===== src/rtl/axis_mon_run_ctrl.sv =====
// Test-run sequencer for one AXI4-Stream generator/monitor pair.
// A run clears the monitor, lets the generator send a programmed number of
// beats, waits for RX to catch up with TX (bounded by a timeout), then freezes
// a snapshot of the monitor statistics together with a pass/fail verdict.
module axis_mon_run_ctrl #(
  parameter int CLR_CYCLES = 4,
  parameter int BEAT_WIDTH = 32,
  parameter int TO_WIDTH   = 24,
  parameter int LOOPBACK   = 1
) (
  input  logic                  clk,
  input  logic                  rst,
  input  logic                  start,
  input  logic                  abort,
  input  logic [BEAT_WIDTH-1:0] cfg_beats,
  input  logic [TO_WIDTH-1:0]   cfg_timeout,
  input  logic                  tx_fire,
  input  logic [63:0]           mismatch_cnt,
  input  logic [63:0]           tx_pkt_cnt,
  input  logic [63:0]           rx_pkt_cnt,
  input  logic [63:0]           time_cnt,
  output logic                  mon_rst,
  output logic                  gen_en,
  output logic                  busy,
  output logic                  done,
  output logic                  pass,
  output logic                  timeout,
  output logic                  aborted,
  output logic [63:0]           snap_mismatch,
  output logic [63:0]           snap_tx_pkt,
  output logic [63:0]           snap_rx_pkt,
  output logic [63:0]           snap_time
);

  localparam int              CLR_W    = (CLR_CYCLES > 1) ? $clog2(CLR_CYCLES) : 1;
  localparam logic [CLR_W-1:0] CLR_LAST = CLR_W'(CLR_CYCLES - 1);

  typedef enum logic [2:0] {
    S_IDLE,
    S_CLEAR,
    S_RUN,
    S_DRAIN,
    S_DONE
  } state_t;

  state_t                state;
  state_t                state_nxt;

  logic [BEAT_WIDTH-1:0] cfg_beats_q;
  logic [TO_WIDTH-1:0]   cfg_timeout_q;

  logic [BEAT_WIDTH-1:0] beat_cnt;
  logic [BEAT_WIDTH-1:0] beat_nxt;
  logic [BEAT_WIDTH-1:0] beat_inc;
  logic [TO_WIDTH-1:0]   to_cnt;
  logic [TO_WIDTH-1:0]   to_nxt;
  logic [CLR_W-1:0]      clr_cnt;
  logic [CLR_W-1:0]      clr_nxt;

  logic                  timeout_nxt;
  logic                  aborted_nxt;
  logic                  accept;
  logic                  drain_match;
  logic                  done_entry;
  logic                  pass_nxt;

  // Saturating increments: counters stick at all-ones instead of wrapping.
  function automatic logic [BEAT_WIDTH-1:0] sat_inc_beat(input logic [BEAT_WIDTH-1:0] v);
    return (&v) ? v : v + BEAT_WIDTH'(1);
  endfunction

  function automatic logic [TO_WIDTH-1:0] sat_inc_to(input logic [TO_WIDTH-1:0] v);
    return (&v) ? v : v + TO_WIDTH'(1);
  endfunction

  function automatic logic [CLR_W-1:0] sat_inc_clr(input logic [CLR_W-1:0] v);
    return (&v) ? v : v + CLR_W'(1);
  endfunction

  assign beat_inc    = sat_inc_beat(beat_cnt);
  // Without a loopback path there is nothing to wait for: drain is one cycle.
  assign drain_match = (LOOPBACK == 0) || (rx_pkt_cnt == tx_pkt_cnt);
  assign done_entry  = (state_nxt == S_DONE) && (state != S_DONE);
  assign pass_nxt    = ~timeout_nxt & ~aborted_nxt & (mismatch_cnt == 64'd0) &
                       (tx_pkt_cnt == rx_pkt_cnt);

  // Next-state, counter and result-flag decisions for the run sequencer.
  always_comb begin
    state_nxt   = state;
    beat_nxt    = beat_cnt;
    to_nxt      = to_cnt;
    clr_nxt     = clr_cnt;
    timeout_nxt = timeout;
    aborted_nxt = aborted;
    accept      = 1'b0;
    case (state)
      S_IDLE, S_DONE: begin
        // start outranks a simultaneous abort; a lone abort is ignored here
        if (start) begin
          state_nxt   = S_CLEAR;
          accept      = 1'b1;
          beat_nxt    = '0;
          to_nxt      = '0;
          clr_nxt     = '0;
          timeout_nxt = 1'b0;
          aborted_nxt = 1'b0;
        end
      end
      S_CLEAR: begin
        if (abort) begin
          aborted_nxt = 1'b1;
          state_nxt   = S_DRAIN;
        end else if (clr_cnt == CLR_LAST) begin
          state_nxt = (cfg_beats_q == '0) ? S_DRAIN : S_RUN;
        end else begin
          clr_nxt = sat_inc_clr(clr_cnt);
        end
      end
      S_RUN: begin
        if (abort) begin
          aborted_nxt = 1'b1;
          state_nxt   = S_DRAIN;
        end else if (tx_fire && gen_en) begin
          beat_nxt = beat_inc;
          // leave on the final beat's edge so gen_en drops before another beat
          if (beat_inc == cfg_beats_q) begin
            state_nxt = S_DRAIN;
          end
        end
      end
      S_DRAIN: begin
        if (abort) begin
          aborted_nxt = 1'b1;
          state_nxt   = S_DONE;
        end else if (drain_match) begin
          state_nxt = S_DONE;
        end else if (to_cnt == cfg_timeout_q) begin
          timeout_nxt = 1'b1;
          state_nxt   = S_DONE;
        end else begin
          to_nxt = sat_inc_to(to_cnt);
        end
      end
      default: begin
        state_nxt = S_IDLE;
      end
    endcase
  end

  // State register.
  always_ff @(posedge clk or posedge rst) begin
    if (rst) begin
      state <= S_IDLE;
    end else begin
      state <= state_nxt;
    end
  end

  // Counters, result flags and registered control outputs.
  always_ff @(posedge clk or posedge rst) begin
    if (rst) begin
      beat_cnt <= '0;
      to_cnt   <= '0;
      clr_cnt  <= '0;
      timeout  <= 1'b0;
      aborted  <= 1'b0;
      pass     <= 1'b0;
      mon_rst  <= 1'b1;
      gen_en   <= 1'b0;
      busy     <= 1'b0;
      done     <= 1'b0;
    end else begin
      beat_cnt <= beat_nxt;
      to_cnt   <= to_nxt;
      clr_cnt  <= clr_nxt;
      timeout  <= timeout_nxt;
      aborted  <= aborted_nxt;
      mon_rst  <= (state_nxt == S_CLEAR);
      gen_en   <= (state_nxt == S_RUN);
      busy     <= (state_nxt == S_CLEAR) || (state_nxt == S_RUN) || (state_nxt == S_DRAIN);
      done     <= (state_nxt == S_DONE);
      if (accept) begin
        pass <= 1'b0;
      end else if (done_entry) begin
        pass <= pass_nxt;
      end
    end
  end

  // Statistics snapshot, frozen on the edge into DONE and held until the next.
  always_ff @(posedge clk or posedge rst) begin
    if (rst) begin
      snap_mismatch <= '0;
      snap_tx_pkt   <= '0;
      snap_rx_pkt   <= '0;
      snap_time     <= '0;
    end else if (done_entry) begin
      snap_mismatch <= mismatch_cnt;
      snap_tx_pkt   <= tx_pkt_cnt;
      snap_rx_pkt   <= rx_pkt_cnt;
      snap_time     <= time_cnt;
    end
  end

  // Run configuration, captured when a start is accepted.
  always_ff @(posedge clk) begin
    if (accept) begin
      cfg_beats_q   <= cfg_beats;
      cfg_timeout_q <= cfg_timeout;
    end
  end

endmodule


===== config.mk =====
export PLATFORM = sky130hd
export DESIGN_NAME = axis_mon_run_ctrl
export DESIGN_NICKNAME = d
export VERILOG_FILES = /design/src/rtl/axis_mon_run_ctrl.sv
export SDC_FILE = /design/constraint.sdc
export NUM_CORES = 1
export LEC_CHECK = 0
export ABC_AREA = 1
export ABC_CLOCK_PERIOD_IN_PS = 15400
export BUFFER_PORTS_ARGS = -buffer_cell sky130_fd_sc_hd__buf_4
export CAP_MARGIN = 20
export CORE_AREA = 3 3 224 226
export CTS_BUF_LIST = sky130_fd_sc_hd__clkbuf_4
export DETAILED_ROUTE_END_ITERATION = 12
export DIE_AREA = 0 0 227 229
export MAX_ROUTING_LAYER = met4
export PLACE_DENSITY = 0.57
export SYNTH_ARGS = -nofsm -noshare
export SYNTH_HDL_FRONTEND = slang
export SYNTH_SLANG_ARGS = --single-unit

===== constraint.sdc =====
create_clock -name clk -period 15.4 [get_ports clk]
set_input_delay 3.08 -clock clk [delete_from_list [all_inputs] [get_ports clk]]
set_output_delay 3.08 -clock clk [all_outputs]
set_load 0.005 [all_outputs]

==> results of run 1 <==
routing by layer:
layer  wire (µm)  share of wire  track usage  up-vias
li1            -              -            -     8252
met1       28700           0.40        0.322     8225
met2       35700           0.50        0.461      593
met3        4930          0.069       0.0849      129
met4        2270          0.032        0.105        0
met5           0              0            -        -
logic make-up after synthesis:
kind of cell	count (synthesis)	share of synthesized area
buffers and inverters	293	0.0656
adders and majority gates	3	0.00210
DFF	380	0.549
xor gates and xnor gates	76	0.0373
AOI/OAI and AO/OA	153	0.0443
and+or+nand+nor	1300	0.302
flip-flops by register name, indices dropped and copies added, names as in the netlist, 2 cells and up:
signal and cells:
snap_tx_pkt 64, beat_cnt 32, state 3, clr_cnt 2
cfg_timeout_q 24, to_cnt 24, snap_mismatch 64, snap_rx_pkt 64
snap_time 64, cfg_beats_q 32
cell type report:
| class | instances | area, µm² | area share |
|---|---|---|---|
| flip-flops and latches | 380 | 9790 | 0.405 |
| multi-input cells | 1532 | 6910 | 0.286 |
| repair buffers | 591 | 4480 | 0.185 |
| clock buffers | 157 | 1180 | 0.0488 |
| well taps | 622 | 778 | 0.0322 |
| inverters | 204 | 776 | 0.0321 |
| clock inverters | 36 | 200 | 0.00829 |
| diodes | 14 | 35.0 | 0.00145 |
placed cells by master, fill, tap and decap left out:
| cell type | n |
|---|---|
| sky130_fd_sc_hd__a21oi_1 | 10 |
| sky130_fd_sc_hd__a221oi_4 | 1 |
| sky130_fd_sc_hd__buf_16 | 2 |
| sky130_fd_sc_hd__buf_4 | 589 |
| sky130_fd_sc_hd__bufinv_16 | 2 |
| sky130_fd_sc_hd__clkbuf_4 | 157 |
| sky130_fd_sc_hd__clkinv_1 | 28 |
| sky130_fd_sc_hd__clkinv_2 | 3 |
| sky130_fd_sc_hd__clkinvlp_4 | 1 |
| sky130_fd_sc_hd__dfrtp_1 | 323 |
| sky130_fd_sc_hd__dfstp_2 | 1 |
| sky130_fd_sc_hd__diode_2 | 14 |
| sky130_fd_sc_hd__edfxtp_1 | 56 |
| sky130_fd_sc_hd__ha_1 | 3 |
| sky130_fd_sc_hd__inv_1 | 198 |
| sky130_fd_sc_hd__inv_2 | 5 |
| sky130_fd_sc_hd__inv_4 | 1 |
| sky130_fd_sc_hd__inv_6 | 1 |
| sky130_fd_sc_hd__inv_8 | 1 |
| sky130_fd_sc_hd__nand2_1 | 931 |
| sky130_fd_sc_hd__nand2_2 | 9 |
| sky130_fd_sc_hd__nand2_4 | 3 |
| sky130_fd_sc_hd__nand3_1 | 109 |
| sky130_fd_sc_hd__nand3_2 | 2 |
| sky130_fd_sc_hd__nand3b_1 | 13 |
| sky130_fd_sc_hd__nand4_1 | 45 |
| sky130_fd_sc_hd__nor2_1 | 130 |
| sky130_fd_sc_hd__nor2_2 | 2 |
| sky130_fd_sc_hd__nor2_4 | 4 |
| sky130_fd_sc_hd__nor2_8 | 1 |
| sky130_fd_sc_hd__nor3_1 | 17 |
| sky130_fd_sc_hd__nor3_2 | 2 |
| sky130_fd_sc_hd__nor3b_1 | 1 |
| sky130_fd_sc_hd__nor4_1 | 31 |
| sky130_fd_sc_hd__o21ai_0 | 127 |
| sky130_fd_sc_hd__o22ai_1 | 14 |
| sky130_fd_sc_hd__o41ai_1 | 1 |
| sky130_fd_sc_hd__xnor2_1 | 35 |
| sky130_fd_sc_hd__xor2_1 | 41 |
power by group through the flow:
stage	sequential [mW]	clock, mW	combinational (mW)
2_1_floorplan	1.59	0	0.501
3_3_place_gp	1.60	0	1.34
3_5_place_dp	1.60	0	1.35
4_1_cts	1.60	0.989	1.34
5_1_grt	1.63	1.04	1.47
6_report	1.60	0.957	1.33
final timing paths:
check                                endpoint  slack [ps]  depth (start not counted)
worst min-delay path             snap_time[0]         480                          2
max in group asynchronous       snap_time[58]       10620                          4
worst min register to register   snap_time[0]         480                          2
min in group asynchronous        beat_cnt[20]        2420                          2
worst max register to register  snap_time[46]       11270                         10
worst max-delay path            snap_time[46]        8910                         12
through the flow:
step	instances	instance area [µm²]	hold WS, ps	setup WS, ps	utilization
2_1_floorplan	2205	17800	465	3350	-
3_3_place_gp	3327	22700	464	7990	0.467
3_5_place_dp	3327	22700	466	7990	0.467
4_1_cts	3520	24100	484	8940	0.496
5_1_grt	3536	24100	493	8670	0.497
6_report	3536	24100	480	8910	0.497
critical path: stages:
cell,delay [ps]
sky130_fd_sc_hd__buf_4,120
sky130_fd_sc_hd__xor2_1,150
sky130_fd_sc_hd__a21oi_1,160
sky130_fd_sc_hd__nand4_1,190
sky130_fd_sc_hd__nor4_1,500
sky130_fd_sc_hd__nand4_1,370
sky130_fd_sc_hd__nand3_1,280
sky130_fd_sc_hd__nand2_4,390
sky130_fd_sc_hd__inv_4,720
sky130_fd_sc_hd__buf_4,870
sky130_fd_sc_hd__nand2_1,140
sky130_fd_sc_hd__nand2_1,120
==> out/summary.md, run 1 <==
• **outcome** complete, no violations
• **detailed-placement wirelength estimate** 54900 µm
• **Worst EP arrival** 7270 ps
• **area of the core** 48500 µm²
• **Area contributors post-synth** sky130_fd_sc_hd__dfrtp_1 45%, sky130_fd_sc_hd__nand2_1 20%, sky130_fd_sc_hd__edfxtp_1 9.4%
• **Via-to-Cell Ratio** 4.86
• **H-tree lvl count** 3
• **initial core utilization** 0.368
• **GR Overflow Total** 0
• **synthesis-stage register bit count** 380
• **DRC violation count after routing** 0
• **number of setup violations in the final report** 0
• **sequential fraction of the synthesis area** 0.549
• **warning count from the yosys run** 0
• **share of flip-flops with an asynchronous set or reset after synthesis** 0.853
• **first-pass GRT wire length** 106000 µm
• **pin count of the biggest net entering global routing** 130
• **fraction of post-synthesis cell area in the top cell type by area** 0.453
• **filler cell count in the final layout** 4830
• **area of the die** 52000 µm²
• **number of enable flip-flop cells after synthesis** 56
• **number of buffer cells added on primary ports** 579
• **layout cells sized above 1** 0.271
• **number of I/O pins** 580
• **horizontal die dimension** 227 µm
• **clock tree sinks** 380
• **Critical Path Start** rx_pkt_cnt[52]
• **Power Internal** 2.49 mW
• **endpoint type of the worst setup path** register
• **setup repair after global routing missed its margin** no
• **count of antenna-violating nets left after detailed routing** 0
• **mean cell area of the mapped netlist** 8.09 µm²
• **most frequent cells after synthesis** 932 x sky130_fd_sc_hd__nand2_1, 323 x sky130_fd_sc_hd__dfrtp_1, 199 x sky130_fd_sc_hd__inv_1, 131 x sky130_fd_sc_hd__nor2_1, 127 x sky130_fd_sc_hd__o21ai_0
• **Setup Total Neg Slack** 0 ps
• **Synth-to-Final Area Change** 35.4%
• **detailed-routing iteration count for the pre-antenna-repair pass** 5
• **clock period minus final worst setup slack** 6490 ps
• **Final #Nets** 3138
• **highest ir drop seen on vdd** 0.0809 mV
• **relative max-transition margin** 0.308
• **pwr/cell area** 161 nW/µm²
• **final period utilization** 0.422
• **cell chosen for the clock root** sky130_fd_sc_hd__clkbuf_4
• **clock input transition at the sequential cells of the worst setup and hold paths** 60 ps
• **post-synthesis instance area** 17800 µm²
• **number of setup buffers added after CTS** 0
• **Switch Pwr** 1.40 mW
• **cell count after synthesis** 2205
• **count of max-cap constraint violations** 0
• **total leakage power** 12.6 nW
• **most instantiated library cell after synthesis** sky130_fd_sc_hd__nand2_1
• **GR Util All Layers** 0.280
• **die outline height** 229 µm
• **number of buffers created by CTS** 109
• **Netlist cell types** 33
• **RePlAce Congestion** 0.948
• **launch instance of the worst min-delay path** snap_time[0]
• **number of resized instances in the post-cts repair step** 0
• **Flop pwr share** 0.411
• **startpoint of the most critical register-to-register path** to_cnt[2]
• **slew at the pin closest to its max-slew limit** 1040 ps
• **dominant synthesized flop cell** sky130_fd_sc_hd__dfrtp_1
• **number of buffers added to fix hold violations after cts** 0
• **clock latency on the worst-skew pair** 880 ps
• **clock tree from TritonCTS** built
• **switching part of the total** 0.360
• **number of buffers on the longest clock path** 3
• **Setup CP Type** input port to register
• **Post-Route WL** 71600 µm
• **timing-limited maximum frequency** 154 MHz
• **antenna violations before repair** 14
• **average wire per standard cell** 20.3 µm
• **part of the power in combinational logic** 0.343
• **required time at the endpoint of the critical path** 16170 ps
• **share of power burned in the clock network** 0.246
• **number of hold-slack violations in the final timing report** 0
• **post-synth top area cell** sky130_fd_sc_hd__dfrtp_1
• **Via Count** 17200
• **post-layout total power** 3.89 mW
• **Max Fanout on Critical Path** 94
• **final slew viol count** 0
• **via count of the first global-routing pass** 17500
• **min-delay worst type** register to register
• **Core Rows** 81
• **maximum clock skew at final layout** 50.5 ps
• **number of nets produced by synthesis** 2525
• **number of DRC markers after the initial detailed-route iteration** 1235
• **startpoint type of the worst setup path** input port
No activity file was read; power rests on OpenSTA's default activity.
==> run 2, diff against run 1 <==
- ABC_CLOCK_PERIOD_IN_PS: 15400 -> 6600
- clock period: 15.4 -> 6.6 ns (I/O delays scaled with it)
==> run 2 against run 1 <==
Net effect:
- worst hold slack about the same
- clock power up 140%
- non-clock buffer count unchanged
- first-iteration DRC count down 9.0%
- combinational power up 130%
- critical path depth up 1
- worst setup slack worse by 6600 ps
- wire length down 0.69%
- largest power group unchanged
- die area unchanged
- via count down 0.45%
==> out/summary.md, run 2 (synthesized netlist as in run 1, its figures left out) <==
• **outcome** complete, no violations
• **clock latency on the worst-skew pair** 860 ps, -20 ps
• **Final #Nets** 3138, unchanged
• **DRC violation count after routing** 0, unchanged
• **Core Rows** 81, unchanged
• **number of hold-slack violations in the final timing report** 0, unchanged
• **Synth-to-Final Area Change** 35.6%
• **Via Count** 17100, -0.45%
• **startpoint type of the worst setup path** input port
• **Setup CP Type** input port to register
• **endpoint type of the worst setup path** register
• **top library cells by usage in the layout, fill and taps aside** 931 x sky130_fd_sc_hd__nand2_1, 588 x sky130_fd_sc_hd__buf_4, 323 x sky130_fd_sc_hd__dfrtp_1
• **relative max-transition margin** 0.356, +0.0485
• **number of buffers created by CTS** 109, unchanged
• **count of max-cap constraint violations** 0, unchanged
• **count of antenna-violating nets left after detailed routing** 0, unchanged
• **number of setup violations in the final report** 0, unchanged
• **most common cell after layout, fill and taps aside** sky130_fd_sc_hd__nand2_1
• **final period utilization** 0.651
• **part of the power in combinational logic** 0.340, -0.003
• **startpoint of the most critical register-to-register path** to_cnt[12]
• **number of buffer cells added on primary ports** 579, unchanged
• **post-route non-filler standard cell count** 3550, +0.40%
• **filler cell count in the final layout** 4834, +0.083%
• **clock period minus final worst setup slack** 4300 ps
• **clock tree sinks** 380, unchanged
• **post-layout total power** 9.08 mW, +130%
• **final slew viol count** 0, unchanged
• **number of buffers on the longest clock path** 3, unchanged
• **die outline height** 229 µm, unchanged
• **via count of the first global-routing pass** 17500, -0.14%
• **timing-limited maximum frequency** 233 MHz
• **area of the core** 48500 µm², unchanged
• **core occupancy in the finished layout** 0.498, +0.00101
• **cell area after layout** 24200 µm², +0.20%
• **Placed Cells incl. Taps** 3329, +0.060%
• **switching part of the total** 0.358, -0.00203
• **slew at the pin closest to its max-slew limit** 964 ps, -73.9 ps
• **antenna violations before repair** 21, +7
• **Post-Route WL** 71200 µm, -0.69%
• **Via-to-Cell Ratio** 4.82, -0.85%
• **launch instance of the worst min-delay path** snap_rx_pkt[45]
• **Flop pwr share** 0.413, +0.002
• **cell chosen for the clock root** sky130_fd_sc_hd__clkbuf_4
• **clock tree from TritonCTS** built
• **layout cells sized above 1** 0.275, +0.00332
• **pwr/cell area** 375 nW/µm², +130%
• **Max Fanout on Critical Path** 82, -13%
• **average wire per standard cell** 20.0 µm, -1.1%
• **area of the die** 52000 µm², unchanged
• **highest ir drop seen on vdd** 0.225 mV, +180%
• **Critical Path Start** rx_pkt_cnt[22]
• **detailed-routing iteration count for the pre-antenna-repair pass** 5, unchanged
• **first-pass GRT wire length** 105000 µm, -1.1%
• **number of DRC markers after the initial detailed-route iteration** 1124, -9.0%
• **number of setup buffers added after CTS** 0, unchanged
• **detailed-placement wirelength estimate** 54700 µm, -0.30%
• **Switch Pwr** 3.25 mW, +130%
• **number of buffers added to fix hold violations after cts** 0, unchanged
• **setup repair after global routing missed its margin** no
• **Power Internal** 5.83 mW, +130%
• **H-tree lvl count** 3, unchanged
• **share of power burned in the clock network** 0.248, +0.002
• **pin count of the biggest net entering global routing** 159, +22%
• **clock input transition at the sequential cells of the worst setup and hold paths** 60 ps, about the same
• **maximum clock skew at final layout** 39.6 ps, -11.0 ps
• **number of I/O pins** 580, unchanged
• **GR Util All Layers** 0.279, -0.00124
• **Setup Total Neg Slack** 0 ps, unchanged
• **GR Overflow Total** 0, unchanged
• **required time at the endpoint of the critical path** 7400 ps, -8770 ps
• **initial core utilization** 0.368, unchanged
• **Worst EP arrival** 5100 ps, -2170 ps
• **min-delay worst type** register to register
• **RePlAce Congestion** 0.923, -2.6%
• **placed instance area** 22700 µm², +0.21%
• **horizontal die dimension** 227 µm, unchanged
• **total leakage power** 12.6 nW, +0.17%
• **number of resized instances in the post-cts repair step** 0, unchanged
-- run 2: cell count changes in the layout (fill, tap and decap cells not counted), sizes merged --
cell,change
clkbuf,+11
diode,+9
clkinv,-7
bufinv,-1
clkinvlp,+1
inv,+1
-- run 2: per-layer routing --
layer | vias up | share of wire | GRT usage
li1 | 8276 | - | -
met4 | 0 | 0.053 | 0.156
met3 | 164 | 0.083 | 0.103
met2 | 582 | 0.48 | 0.429
met1 | 8099 | 0.39 | 0.314
met5 | - | 0 | -
-- run 2: worst max-delay path, cell delays in order --
cell and delay, ps:
sky130_fd_sc_hd__buf_4 120, sky130_fd_sc_hd__xnor2_1 470, sky130_fd_sc_hd__nand2_1 210, sky130_fd_sc_hd__nor2_1 140, sky130_fd_sc_hd__nand4_1 110, sky130_fd_sc_hd__nor3_1 150, sky130_fd_sc_hd__nand4_1 300, sky130_fd_sc_hd__nand3_1 290
sky130_fd_sc_hd__nand2_4 500, sky130_fd_sc_hd__inv_4 600, sky130_fd_sc_hd__buf_4 590, sky130_fd_sc_hd__nand2_1 120, sky130_fd_sc_hd__nand2_1 90
-- run 2: path summary, 6_finish.rpt --
path	end	slack, ps	cells past startpoint
max	snap_mismatch[51]	2300	13
min	snap_rx_pkt[45]	480	2
max reg2reg	snap_mismatch[51]	2950	10
min reg2reg	snap_rx_pkt[45]	480	2
max in group asynchronous	snap_time[7]	4660	3
min in group asynchronous	snap_rx_pkt[7]	610	2
-- run 2: per-stage QoR --
step,hold WS (ps),setup slack [ps]
6_report,480,2300
5_1_grt,499,2140
4_1_cts,483,2390
3_5_place_dp,466,1440
3_3_place_gp,464,1450
2_1_floorplan,465,958
-- run 2: layout make-up --
type,count,area [µm²],area share
diodes,23,57.6,0.00238
flip-flops and latches,380,9790,0.405
repair buffers,591,4470,0.185
well taps,622,778,0.0322
multi-input cells,1532,6910,0.286
clock buffers,168,1260,0.0521
inverters,204,772,0.0319
clock inverters,30,150,0.00621
-- run 2: power by group through the flow --
| stage | sequential (mW) | combinational, mW | clock (mW) |
|---|---|---|---|
| 2_1_floorplan | 3.71 | 1.17 | 0 |
| 3_3_place_gp | 3.74 | 3.10 | 0 |
| 3_5_place_dp | 3.75 | 3.12 | 0 |
| 4_1_cts | 3.74 | 3.11 | 2.34 |
| 5_1_grt | 3.83 | 3.40 | 2.47 |
| 6_report | 3.74 | 3.08 | 2.25 |
